File: src/rtl/apb_simple_timer_pkg.sv
// Shared constants and types for the APB simple timer: register map,
// CFG field layout and reset values.
package apb_simple_timer_pkg;

  localparam int DEF_CNT_W   = 32;
  localparam int DEF_PRESC_W = 8;
  localparam int DEF_ADDR_W  = 12;

  // Byte offsets of the four mapped registers.
  localparam logic [DEF_ADDR_W-1:0] OFF_CFG  = 12'h000;
  localparam logic [DEF_ADDR_W-1:0] OFF_CNT  = 12'h004;
  localparam logic [DEF_ADDR_W-1:0] OFF_CMP  = 12'h008;
  localparam logic [DEF_ADDR_W-1:0] OFF_STAT = 12'h00C;

  // Word index decoded from paddr[3:2].
  typedef enum logic [1:0] {
    REG_CFG  = 2'd0,
    REG_CNT  = 2'd1,
    REG_CMP  = 2'd2,
    REG_STAT = 2'd3
  } reg_e;

  // CFG field bit positions.
  localparam int CFG_EN_BIT       = 0;
  localparam int CFG_ONE_SHOT_BIT = 1;
  localparam int CFG_IRQ_EN_BIT   = 2;
  localparam int CFG_PRESC_LSB    = 8;
  localparam int STAT_MATCH_BIT   = 0;

  typedef struct packed {
    logic [DEF_PRESC_W-1:0] presc;
    logic                   irq_en;
    logic                   one_shot;
    logic                   en;
  } cfg_t;

  localparam cfg_t                 CFG_RESET = '0;
  localparam logic [DEF_CNT_W-1:0] CNT_RESET = '0;
  localparam logic [DEF_CNT_W-1:0] CMP_RESET = '0;

  // Bus word -> CFG fields; unlisted bits are dropped.
  function automatic cfg_t cfg_unpack(input logic [DEF_CNT_W-1:0] word);
    cfg_t c;
    c.en       = word[CFG_EN_BIT];
    c.one_shot = word[CFG_ONE_SHOT_BIT];
    c.irq_en   = word[CFG_IRQ_EN_BIT];
    c.presc    = word[CFG_PRESC_LSB +: DEF_PRESC_W];
    return c;
  endfunction

  // CFG fields -> bus word; unlisted bits read as 0.
  function automatic logic [DEF_CNT_W-1:0] cfg_pack(input cfg_t c);
    logic [DEF_CNT_W-1:0] word;
    word                               = '0;
    word[CFG_EN_BIT]                   = c.en;
    word[CFG_ONE_SHOT_BIT]             = c.one_shot;
    word[CFG_IRQ_EN_BIT]               = c.irq_en;
    word[CFG_PRESC_LSB +: DEF_PRESC_W] = c.presc;
    return word;
  endfunction

endpackage

File: src/rtl/apb_simple_timer_if.sv
// APB3 bus bundle between a master (bench/interconnect) and the timer.
interface apb_simple_timer_if #(
  parameter int ADDR_W = 12,
  parameter int DATA_W = 32
);
  logic              psel;
  logic              penable;
  logic              pwrite;
  logic [ADDR_W-1:0] paddr;
  logic [DATA_W-1:0] pwdata;
  logic [DATA_W-1:0] prdata;
  logic              pready;
  logic              pslverr;

  modport master (
    output psel, penable, pwrite, paddr, pwdata,
    input  prdata, pready, pslverr
  );

  modport slave (
    input  psel, penable, pwrite, paddr, pwdata,
    output prdata, pready, pslverr
  );
endinterface

File: src/rtl/apb_simple_timer_core.sv
// Timer datapath: prescaler, up-counter, compare and match detection.
// The register file owns en/match; this block reports when to set match
// and when a one-shot run must drop en.
module apb_simple_timer_core
  import apb_simple_timer_pkg::*;
#(
  parameter int CNT_W   = DEF_CNT_W,
  parameter int PRESC_W = DEF_PRESC_W
) (
  input  logic               clk,
  input  logic               reset,
  input  logic               en,
  input  logic               one_shot,
  input  logic [PRESC_W-1:0] presc,
  input  logic [CNT_W-1:0]   cmp,
  input  logic               cnt_load,
  input  logic [CNT_W-1:0]   cnt_wdata,
  output logic [CNT_W-1:0]   cnt,
  output logic               match_set,
  output logic               stop
);

  logic [PRESC_W-1:0] pcnt;
  logic               tick;
  logic               cnt_hit;

  assign tick    = en && (pcnt == presc);
  assign cnt_hit = (cnt == cmp);

  // A CNT write swallows the tick, so no match can come from that cycle.
  assign match_set = tick && !cnt_load && cnt_hit;
  assign stop      = match_set && one_shot;

  // Prescaler and counter state; a CNT write restarts the prescale period.
  always_ff @(posedge clk) begin
    // NOTE: clocked state uses <= so every register samples pre-edge values.
    if (reset) begin
      pcnt <= '0;
      cnt  <= CNT_RESET;
    end else if (cnt_load) begin
      pcnt <= '0;
      cnt  <= cnt_wdata;
    end else if (en) begin
      if (tick) begin
        pcnt <= '0;
        cnt  <= cnt_hit ? '0 : cnt + CNT_W'(1);
      end else begin
        pcnt <= pcnt + PRESC_W'(1);
      end
    end
  end

endmodule

File: src/rtl/apb_simple_timer.sv
// APB simple timer top: zero-wait-state APB3 slave, register file and
// probe outputs around the timer core.
module apb_simple_timer
  import apb_simple_timer_pkg::*;
#(
  parameter int CNT_W   = DEF_CNT_W,
  parameter int PRESC_W = DEF_PRESC_W,
  parameter int ADDR_W  = DEF_ADDR_W
) (
  input  logic                clk,
  input  logic                reset,
  apb_simple_timer_if.slave   apb,
  output logic                irq_o,
  output logic                match_o,
  output logic [CNT_W-1:0]    cnt_o
);

  cfg_t             cfg;
  logic [CNT_W-1:0] cmp;
  logic             match;
  logic [CNT_W-1:0] cnt;
  logic             match_set;
  logic             stop;

  logic access;
  logic unmapped;
  logic wr_ok;
  logic rd_ok;
  reg_e sel;
  logic wr_cfg, wr_cnt, wr_cmp, wr_stat;
  logic unused_addr_lsbs;

  assign access   = apb.psel && apb.penable;
  assign unmapped = |apb.paddr[ADDR_W-1:4];
  assign sel      = reg_e'(apb.paddr[3:2]);
  assign wr_ok    = access && apb.pwrite && !unmapped;
  assign rd_ok    = access && !apb.pwrite && !unmapped;

  assign wr_cfg  = wr_ok && (sel == REG_CFG);
  assign wr_cnt  = wr_ok && (sel == REG_CNT);
  assign wr_cmp  = wr_ok && (sel == REG_CMP);
  assign wr_stat = wr_ok && (sel == REG_STAT);

  // Byte lanes within a word are not decoded.
  assign unused_addr_lsbs = ^apb.paddr[1:0];

  assign apb.pready  = access;
  assign apb.pslverr = access && unmapped;

  assign irq_o   = match && cfg.irq_en;
  assign match_o = match;
  assign cnt_o   = cnt;

  // CFG: a bus write beats the one-shot auto-clear of en.
  always_ff @(posedge clk) begin
    if (reset) begin
      cfg <= CFG_RESET;
    end else if (wr_cfg) begin
      cfg <= cfg_unpack(apb.pwdata);
    end else if (stop) begin
      cfg.en <= 1'b0;
    end
  end

  // CMP: the core compares against the value held before this edge.
  always_ff @(posedge clk) begin
    if (reset) begin
      cmp <= CMP_RESET;
    end else if (wr_cmp) begin
      cmp <= apb.pwdata;
    end
  end

  // Sticky match flag: a new match outranks a write-1-to-clear.
  always_ff @(posedge clk) begin
    if (reset) begin
      match <= 1'b0;
    end else if (match_set) begin
      match <= 1'b1;
    end else if (wr_stat && apb.pwdata[STAT_MATCH_BIT]) begin
      match <= 1'b0;
    end
  end

  // Read mux: data only during a mapped read access phase, else 0.
  always_comb begin
    // NOTE: default assigned first so no path leaves prdata unassigned (no latch).
    apb.prdata = '0;
    if (rd_ok) begin
      unique case (sel)
        REG_CFG:  apb.prdata = cfg_pack(cfg);
        REG_CNT:  apb.prdata = cnt;
        REG_CMP:  apb.prdata = cmp;
        REG_STAT: apb.prdata[STAT_MATCH_BIT] = match;
        default:  apb.prdata = '0;
      endcase
    end
  end

  apb_simple_timer_core #(
    .CNT_W   (CNT_W),
    .PRESC_W (PRESC_W)
  ) u_core (
    .clk       (clk),
    .reset     (reset),
    .en        (cfg.en),
    .one_shot  (cfg.one_shot),
    .presc     (cfg.presc),
    .cmp       (cmp),
    .cnt_load  (wr_cnt),
    .cnt_wdata (apb.pwdata),
    .cnt       (cnt),
    .match_set (match_set),
    .stop      (stop)
  );

endmodule

File: src/flat_wrapper.sv
// flat-port wrapper written by rule: the top's interface ports become plain ports
module apb_simple_timer_flat import apb_simple_timer_pkg::*;
#(
  parameter int CNT_W   = DEF_CNT_W,
  parameter int PRESC_W = DEF_PRESC_W,
  parameter int ADDR_W  = DEF_ADDR_W
)
  (clk, reset, irq_o, match_o, cnt_o, apb_psel, apb_penable, apb_pwrite, apb_paddr, apb_pwdata, apb_prdata, apb_pready, apb_pslverr);
  apb_simple_timer_if #(.ADDR_W(ADDR_W), .DATA_W(32)) apb_i ();
  input  logic clk;
  input  logic reset;
  output logic irq_o;
  output logic match_o;
  output logic [CNT_W-1:0] cnt_o;
  input wire logic [$bits(apb_i.psel)-1:0] apb_psel;
  input wire logic [$bits(apb_i.penable)-1:0] apb_penable;
  input wire logic [$bits(apb_i.pwrite)-1:0] apb_pwrite;
  input wire logic [$bits(apb_i.paddr)-1:0] apb_paddr;
  input wire logic [$bits(apb_i.pwdata)-1:0] apb_pwdata;
  output wire logic [$bits(apb_i.prdata)-1:0] apb_prdata;
  output wire logic [$bits(apb_i.pready)-1:0] apb_pready;
  output wire logic [$bits(apb_i.pslverr)-1:0] apb_pslverr;
  assign apb_i.psel = apb_psel;
  assign apb_i.penable = apb_penable;
  assign apb_i.pwrite = apb_pwrite;
  assign apb_i.paddr = apb_paddr;
  assign apb_i.pwdata = apb_pwdata;
  assign apb_prdata = apb_i.prdata;
  assign apb_pready = apb_i.pready;
  assign apb_pslverr = apb_i.pslverr;
  apb_simple_timer #(.CNT_W(CNT_W), .PRESC_W(PRESC_W), .ADDR_W(ADDR_W)) u_core (.clk(clk), .reset(reset), .apb(apb_i), .irq_o(irq_o), .match_o(match_o), .cnt_o(cnt_o));
endmodule
File: config.mk
export PLATFORM = sky130hd
export DESIGN_NAME = apb_simple_timer_flat
export DESIGN_NICKNAME = d
export VERILOG_FILES = /design/src/rtl/apb_simple_timer_pkg.sv /design/src/rtl/apb_simple_timer_if.sv /design/src/rtl/apb_simple_timer_core.sv /design/src/rtl/apb_simple_timer.sv /design/src/flat_wrapper.sv
export SDC_FILE = /design/constraint.sdc
export NUM_CORES = 1
export LEC_CHECK = 0
export ABC_AREA = 1
export BUFFER_PORTS_ARGS = -buffer_cell sky130_fd_sc_hd__buf_2
export CAP_MARGIN = 20
export CORE_MARGIN = 10
export CORE_UTILIZATION = 37
export CTS_CLUSTER_DIAMETER = 200
export DETAILED_ROUTE_END_ITERATION = 8
export GPL_ROUTABILITY_DRIVEN = 0
export PLACE_DENSITY = 0.64
export SLEW_MARGIN = 20
export SYNTH_ARGS = -nofsm -noshare
export SYNTH_HDL_FRONTEND = slang
export SYNTH_SLANG_ARGS = --single-unit
File: constraint.sdc
create_clock -name clk -period 4.7 [get_ports clk]
set_input_delay 1.175 -clock clk [delete_from_list [all_inputs] [get_ports clk]]
set_output_delay 1.175 -clock clk [all_outputs]
set_load 0.05 [all_outputs]
# Word level (Yosys, flattened, before mapping)
# Index checks and enable logic that the tools add are counted.
# Widths: inputs -> output; s select.
# op_classes
n_addsub,2
n_reduce_logical,27
eq_ne,5
muxes,12
# ops
operator,count
$mux 32,5
$pmux 31 s3,1
$add 32x1->32 const B,1
$eq 32x32->1,1
$logic_and 1x1->1,16
$add 8x1->8 const B,1
$eq 8x8->1,1
$mux 8,1
$reduce_bool 2->1,4
$reduce_or 8->1,1
$eq 2x2->1 const B,2
$mux 1,4
$pmux 1 s4,1
$logic_not 1->1,3
$eq 2x1->1 const B,1
$logic_not 2->1,1
$reduce_and 2->1,1
$reduce_or 2->1,1
# word_totals
wordCells,54
regBits,84

# Logic depth before layout (Yosys ltp)
# Gate-level depths: netlist of the first run.
# logic_depth
word_depth,10
depth_mapped,13
mapped_depth_nobuf,12

# By module
# A second synthesis of the first run with hierarchy kept.
# hier_totals
hier_cells,1008
hier_area_um2,5898.2
# by_module_without_submodules
mod,cells_per_inst,seq_area_each_um2,instances,area_each_um2
apb_simple_timer_core,592,800.8,1,3464.6
apb_simple_timer,416,880.8,1,2433.6

# Worst setup path before layout of the first run
# Ideal clock, no wire load.
# synth_path
path_type,input to output
start,input port apb_psel
end,output port apb_prdata[10]
t_arrival_ns,2.896
path_slack_ns,0.629
path_stages,6
required_time_ns,3.525
path_cell_list,nand2_1 -> inv_1 -> nand2_1 -> nor2_1 -> o21ai_1 -> a31oi_1
# synth_between
elab_chain_cells,4
# synth_lines
element,line,source
"start, declared",flat_wrapper.sv:15,input wire logic [$bits(apb_i.psel)-1:0] apb_psel;
$logic_and 1x1->1,apb_simple_timer.sv:33,assign access = apb.psel && apb.penable;
via apb_pready,flat_wrapper.sv:21,output wire logic [$bits(apb_i.pready)-1:0] apb_pready;
$logic_and 1x1->1 (2 in a row),apb_simple_timer.sv:37,assign rd_ok = access && !apb.pwrite && !unmapped;
$mux 32,apb_simple_timer.sv:89,if (rd_ok) begin
"end, declared",flat_wrapper.sv:20,output wire logic [$bits(apb_i.prdata)-1:0] apb_prdata;
# The timed path passes the listed nets, and every way through them passes these cells.

# Final worst setup path of the first run
# layout_path
start,input port apb_paddr[11]
end,output port apb_prdata[5]
# layout_between
elab_chain_cells,4
# layout_lines
element,line,source
"start, declared",flat_wrapper.sv:18,input wire logic [$bits(apb_i.paddr)-1:0] apb_paddr;
$reduce_or 8->1,apb_simple_timer.sv:34,assign unmapped = |apb.paddr[ADDR_W-1:4];
$logic_not 1->1,apb_simple_timer.sv:37,
$logic_and 1x1->1,apb_simple_timer.sv:37,
$mux 32,apb_simple_timer.sv:89,
# Every way passes these cells.

==> reports/results.ini, run 1 <==
[worst_setup_path]
start_kind=input pin
cp_cell_sequence=buf_2 -> nor2_1 -> nand2_1 -> nor2_2 -> nand2_1 -> nor2_1 -> inv_1 -> a21oi_1 -> buf_2
critPathMaxFanout=17
cpPeakStageDelay_ps=380
crit_slowest_cell=inv_1
cp.arrival_ps=2960
path_class=in -> out
cp-end-kind=output port
required_ps=3520

[sta]
max_slew.worst_pin.slew_ps=882
max-slew-margin-rel=0.411
fin_skew_ps=8.13
max_freq_ghz=0.242
finalHoldViolations=0
rsz0062_at_grt=no
maxSlewViolCount=0
fin_crit_ps=4130
finalSetupViolations=0
setup_tns_ps=0
period_share=0.880

[drt]
drtIter0Drc=426
vias=5896
avgRoutedWirePerCell_um=15.2
drt_first_pass_iters=5
routed_via_density=4.99
drc=0
ant_nets=0
wl_um=17900

[power]
irDropWorstVdd_v=0.000149
pwr-share-seq=0.464
p_clk_frac=0.486
powerDensity_mw_per_mm2=231
internal_power_mw=1.16
switchingPower_uw=371
combPwrFrac=0.050
p_leak_nw=2.72
sw_frac_of_total=0.242

[outcome]
status=complete, no violations

[synth]
synth_edf_count=0
synth-seq-area-share=0.294
synthDistinctLibCells=35
synth_area_sq_mm=0.00573
async_flop_share=0
synthTopCellsByArea=dfxtp_1 (29%), nand2_1 (18%), a21oi_1 (7.8%), inv_1 (7.3%), nand3_1 (5.9%)
yosysWarnings=0
syn-num-nets=964
synth_top_area_frac=0.294
syn_inst=913
synthFlopType=dfxtp_1
ys_ff_latch=84
syn_area_per_cell_sq_um=6.27
synth.largest_area_cell=dfxtp_1

[place]
hpwl_um=13000
placed_area_sq_mm=0.00630
port_buffers=114

[run]
maxCapViolations=0

[floorplan]
ioPinCount=117
die_y_um=144
std_cell_rows=45
initial_core_util=0.377
core_area_sq_mm=0.0152
dieArea_sq_mm=0.0209
die_w_um=144

[global_route]
overflow=0
grt_max_degree=65
grt_pass1_vias=5533
grt_antenna_before_repair=1
grt_use_total=0.171
grt_first_pass_wirelength_um=28700

[layout]
layout_common_cells=nand2_1 (269), buf_2 (114), inv_1 (111), a21oi_1 (89), dfxtp_1 (84)
final_area_sq_mm=0.00662
area_delta_synth_final_pct=15.6
fin_nets=1039
final_common_cell=nand2_1
final_layout_size_suffix_gt1_frac=0.191
final_util=0.436

[clock_tree]
cts_inserted_buffers=9
clockBufferDepth=2
clkTransAtPathRegs_ps=60
cts_resized=0
cts_hold_buffers=0
postCtsSetupRepairBufs=0
cts_sinks=84
cts_tree=built
clock_tree.root_cell=clkbuf_16
htreeDepth=3
clkLatencyLatePin_ps=350

[min_path]
hp-class=reg -> reg

-- path summary, 6_finish.rpt --
path	startpoint	endpoint	slack (ps)	cells past startpoint
worst min register to register	u_core.cmp[26]	u_core.cmp[26]	470	2
worst min-delay path	u_core.cmp[26]	u_core.cmp[26]	470	2
worst max register to register	u_core.u_core.pcnt[5]	u_core.cfg[0]	2330	11
worst max-delay path	apb_paddr[11]	apb_prdata[5]	570	9
-- cell usage after synthesis (2+ instances only) --
cell / count
a21oi_2: 10
xor2_1: 16
nand4_1: 20
nand2_1: 269
ha_1: 2
nand3_1: 67
nor3b_1: 3
clkbuf_1: 23
o21ai_0: 46
buf_2: 23
a31oi_1: 10
nor2_8: 2
nor2_1: 44
nand3b_1: 4
inv_1: 111
xnor2_1: 30
inv_2: 9
clkbuf_2: 4
nand3_2: 13
buf_6: 3
nor2_2: 7
nor3_1: 7
a21oi_1: 89
buf_4: 6
dfxtp_1: 84
nor2_4: 2
-- per-layer routing --
layer,vias up,share of wire,global-route usage
li1,3047,-,-
met4,0,0.019,0.0585
met2,141,0.45,0.269
met5,-,0,0
met1,2686,0.48,0.229
met3,22,0.054,0.0325
-- state kept, by name, indices dropped and copies added, names as in the netlist --
register and count:
u_core.u_core.pcnt 8, u_core.cmp 32, u_core.u_core.cnt 32, u_core.match_o 1, u_core.cfg 11
-- power groups by stage --
stage | sequential (mW) | combinational (mW) | clock, mW
3_3_place_gp | 0.728 | 0.0752 | 0
4_1_cts | 0.712 | 0.0758 | 0.750
5_1_grt | 0.711 | 0.0839 | 0.777
3_5_place_dp | 0.728 | 0.0755 | 0
6_report | 0.712 | 0.0759 | 0.745
2_1_floorplan | 0.728 | 0.0345 | 0
-- through the flow --
stage	hold slack (ps)	std cells	power, mW	setup slack (ps)
finish	472	1182	1.53	566
global route	493	1182	1.57	397
CTS	471	1180	1.54	554
detailed placement	461	1164	0.803	557
global placement	460	1164	0.803	570
floorplan	449	913	0.762	629
-- cell families after synthesis --
kind of cell             after synthesis  synth area share
AO/OA/AOI/OAI                        157             0.147
XOR/XNOR                              46            0.0703
adder cells (fa/ha/maj)                2           0.00437
buffers and inverters                180             0.132
flip-flops                            84             0.294
AND/OR/NAND/NOR                      444             0.353
-- worst max-delay path: cells and delay by family --
| family | cells | cell delay (ps) |
|---|---|---|
| buffers and inverters | 3 | 800 |
| AND/OR/NAND/NOR | 5 | 620 |
| AO/OA/AOI/OAI | 1 | 360 |
-- layout make-up --
cell class	instances	area, sq um
Clock inverter	6	63.8
Sequential cell	84	1680
Multi-Input combinational cell	649	3290
Timing Repair Buffer	123	651
Inverter	121	454
Tap cell	188	235
Fill cell	1638	8580
Antenna cell	1	2.50
Clock buffer	10	239
(Power assumes the default switching activity.)
==> inputs of run 2 (changes only) <==
--- a/config.mk
+++ b/config.mk
@@ -7,12 +7,15 @@
 export LEC_CHECK = 0
 export ABC_AREA = 1
+export ABC_CLOCK_PERIOD_IN_PS = 4700
 export BUFFER_PORTS_ARGS = -buffer_cell sky130_fd_sc_hd__buf_2
 export CAP_MARGIN = 20
+export CELL_PAD_IN_SITES_DETAIL_PLACEMENT = 1
+export CELL_PAD_IN_SITES_GLOBAL_PLACEMENT = 2
 export CORE_MARGIN = 10
-export CORE_UTILIZATION = 37
+export CORE_UTILIZATION = 32
 export CTS_CLUSTER_DIAMETER = 200
 export DETAILED_ROUTE_END_ITERATION = 8
 export GPL_ROUTABILITY_DRIVEN = 0
-export PLACE_DENSITY = 0.64
+export PLACE_DENSITY = 0.93
 export SLEW_MARGIN = 20
 export SYNTH_ARGS = -nofsm -noshare
==> constraint.sdc (replaced) <==
create_clock -name clk -period 4.7 [get_ports clk]
set_input_delay 0.235 -clock clk [delete_from_list [all_inputs] [get_ports clk]]
set_output_delay 0.235 -clock clk [all_outputs]
set_load 0.05 [all_outputs]
==> reports/results.ini, run 2 (synthesized netlist as in run 1, its figures left out) <==
[sta]
fin_skew_ps=9.64  ; was 8.13 ps
fin_crit_ps=2560  ; was 4130 ps
period_share=0.545  ; was 0.880
finalSetupViolations=0  ; unchanged
rsz0062_at_grt=no  ; unchanged
finalHoldViolations=0  ; unchanged
max-slew-margin-rel=0.379  ; was 0.411
max_slew.worst_pin.slew_ps=930  ; was 882 ps
max_freq_ghz=0.390  ; was 0.242 GHz
maxSlewViolCount=0  ; unchanged
setup_tns_ps=0  ; unchanged

[layout]
final_layout_size_suffix_gt1_frac=0.187  ; was 0.191
final_common_cell=nand2_1  ; unchanged
n_antenna_cell=0  ; was 1
area_delta_synth_final_pct=15.6  ; about the same
top_regs=u_core.cmp x32, u_core.u_core.cnt x32, u_core.cfg x11  ; unchanged
final_util=0.380  ; was 0.436
layout_common_cells=nand2_1 (269), buf_2 (114), inv_1 (111), a21oi_1 (89), dfxtp_1 (84)  ; unchanged
fin_cells=1213  ; was 1182
fin_nets=1034  ; was 1039

[clock_tree]
clkTransAtPathRegs_ps=60  ; about the same
postCtsSetupRepairBufs=0  ; unchanged
clkLatencyLatePin_ps=360  ; was 350 ps
cts_inserted_buffers=9  ; unchanged
cts_resized=0  ; unchanged
cts_hold_buffers=0  ; unchanged
clock_tree.root_cell=clkbuf_16  ; unchanged
htreeDepth=3  ; unchanged
cts_tree=built  ; unchanged
cts_sinks=84  ; unchanged
clockBufferDepth=2  ; unchanged

[floorplan]
std_cell_rows=48  ; was 45
dieArea_sq_mm=0.0237  ; was 0.0209 sq mm
die_w_um=154  ; was 144 um
die_y_um=154  ; was 144 um
initial_core_util=0.329  ; was 0.377
core_area_sq_mm=0.0174  ; was 0.0152 sq mm
ioPinCount=117  ; unchanged

[place]
hpwl_um=15000  ; was 13000 um
port_buffers=114  ; unchanged
dp_cells=1197  ; was 1164

[power]
powerDensity_mw_per_mm2=235  ; was 231 mW/mm^2
irDropWorstVdd_v=0.000179  ; was 0.000149 V
p_leak_nw=2.70  ; was 2.72 nW

[min_path]
holdPathStages=3  ; was 2
min_from=apb_pwdata[2]  ; was u_core.cmp[26]
worstHoldEndpoint=u_core.cfg[2]  ; was u_core.cmp[26]
hp-class=in -> reg  ; was reg -> reg

[worst_setup_path]
cp_cell_sequence=inv_1 -> nand2_1 -> nand2_1 -> nor3b_2 -> nand2_4 -> nor2_8 -> nand3_1 -> o21ai_0 -> inv_1  ; was buf_2 -> nor2_1 -> nand2_1 -> nor2_2 -> nand2_1 -> nor2_1 -> inv_1 -> a21oi_1 -> buf_2
rr_endpoint=u_core.cfg[0]  ; unchanged
cp-end-kind=register  ; was output port
crit_slowest_cell=nor2_8  ; was inv_1
start_kind=register  ; was input pin
reg2reg_depth=9  ; was 11
critPathMaxFanout=36  ; was 17
crit_family=simple AND/OR/NAND/NOR gates  ; was buffers and inverters
required_ps=4950  ; was 3520 ps
critPathBufInv=2  ; was 3
path_class=reg -> reg  ; was in -> out
timing.rr.start=u_core.u_core.pcnt[1]  ; was u_core.u_core.pcnt[5]
r2r_slack_ps=2140  ; was 2330 ps
cp.arrival_ps=2810  ; was 2960 ps
cpPeakStageDelay_ps=580  ; was 380 ps

[drt]
drt_first_pass_iters=4  ; was 5
drtIter0Drc=357  ; was 426
vias=6034  ; was 5896
ant_nets=0  ; unchanged
routed_via_density=4.97  ; was 4.99
drc=0  ; unchanged
avgRoutedWirePerCell_um=17.0  ; was 15.2 um
wl_um=20600  ; was 17900 um

[global_route]
grt_pass1_vias=6103  ; was 5533
grt_antenna_before_repair=1  ; unchanged
grt_max_degree=65  ; unchanged
grt_use_total=0.168  ; was 0.171
overflow=0  ; unchanged
grt_first_pass_wirelength_um=32700  ; was 28700 um

[outcome]
status=complete, no violations  ; unchanged

[run]
maxCapViolations=0  ; unchanged

-- run 2: cell count changes in the layout (fill, tap and decap cells not counted) --
cell      delta
buf_12       -1
buf_4        -4
clkbuf_8     -1
inv_6        +3
diode_2      -1
nand2_4      +1
clkinv_2     -2
nand2_2      -1
-- run 2: tightest hold or removal path: cells and delay by family --
family,cells,cell delay [ps]
AOI/OAI and AO/OA,1,60
buffers and inverters,1,120
and+or+nand+nor,1,60
-- run 2: area by class of cell --
cell class | instances | area (sq um)
fillers | 2342 | 10800
inverters | 121 | 454
well taps | 225 | 282
flip-flops and latches | 84 | 1680
repair buffers | 118 | 601
clock inverters | 7 | 80.1
clock buffers | 9 | 225
multi-input cells | 649 | 3300
-- run 2: worst max-delay path by stage --
| stage | depth (start not counted) | slack [ps] | endpoint | startpoint |
|---|---|---|---|---|
| 2_1_floorplan | 6 | 2510 | apb_prdata[10] | apb_psel |
| 3_3_place_gp | 11 | 2200 | u_core.u_core.cnt[22] | apb_paddr[2] |
| 3_5_place_dp | 11 | 2150 | u_core.u_core.cnt[4] | apb_paddr[2] |
| 4_1_cts | 9 | 2190 | u_core.cfg[0] | u_core.u_core.pcnt[1] |
| 5_1_grt | 11 | 1990 | u_core.cfg[0] | u_core.u_core.pcnt[3] |
| 6_report | 9 | 2140 | u_core.cfg[0] | u_core.u_core.pcnt[1] |
-- run 2: where the power goes --
part	switching, mW	total [mW]	internal [mW]
clock	0.347	0.766	0.419
combinational	0.0548	0.0773	0.0225
sequential	0.000140	0.711	0.711
-- run 2: routing by layer --
metal  track usage  vias up  wire length (um)
li1              -     3031                 -
met1         0.215     2892              9780
met2         0.281       96              9760
met3        0.0374       13               832
met4        0.0418        2               213
met5             0        -                13
-- run 2: through the flow --
stage	hold WS, ps	setup slack (ps)	cell area, sq um	power (mW)
final	164	2140	6620	1.55
after global routing	179	1990	6620	1.61
after CTS	156	2190	6620	1.56
after detailed placement	468	2150	6310	0.805
after global placement	462	2200	6310	0.804
after floorplan	382	2510	5730	0.762
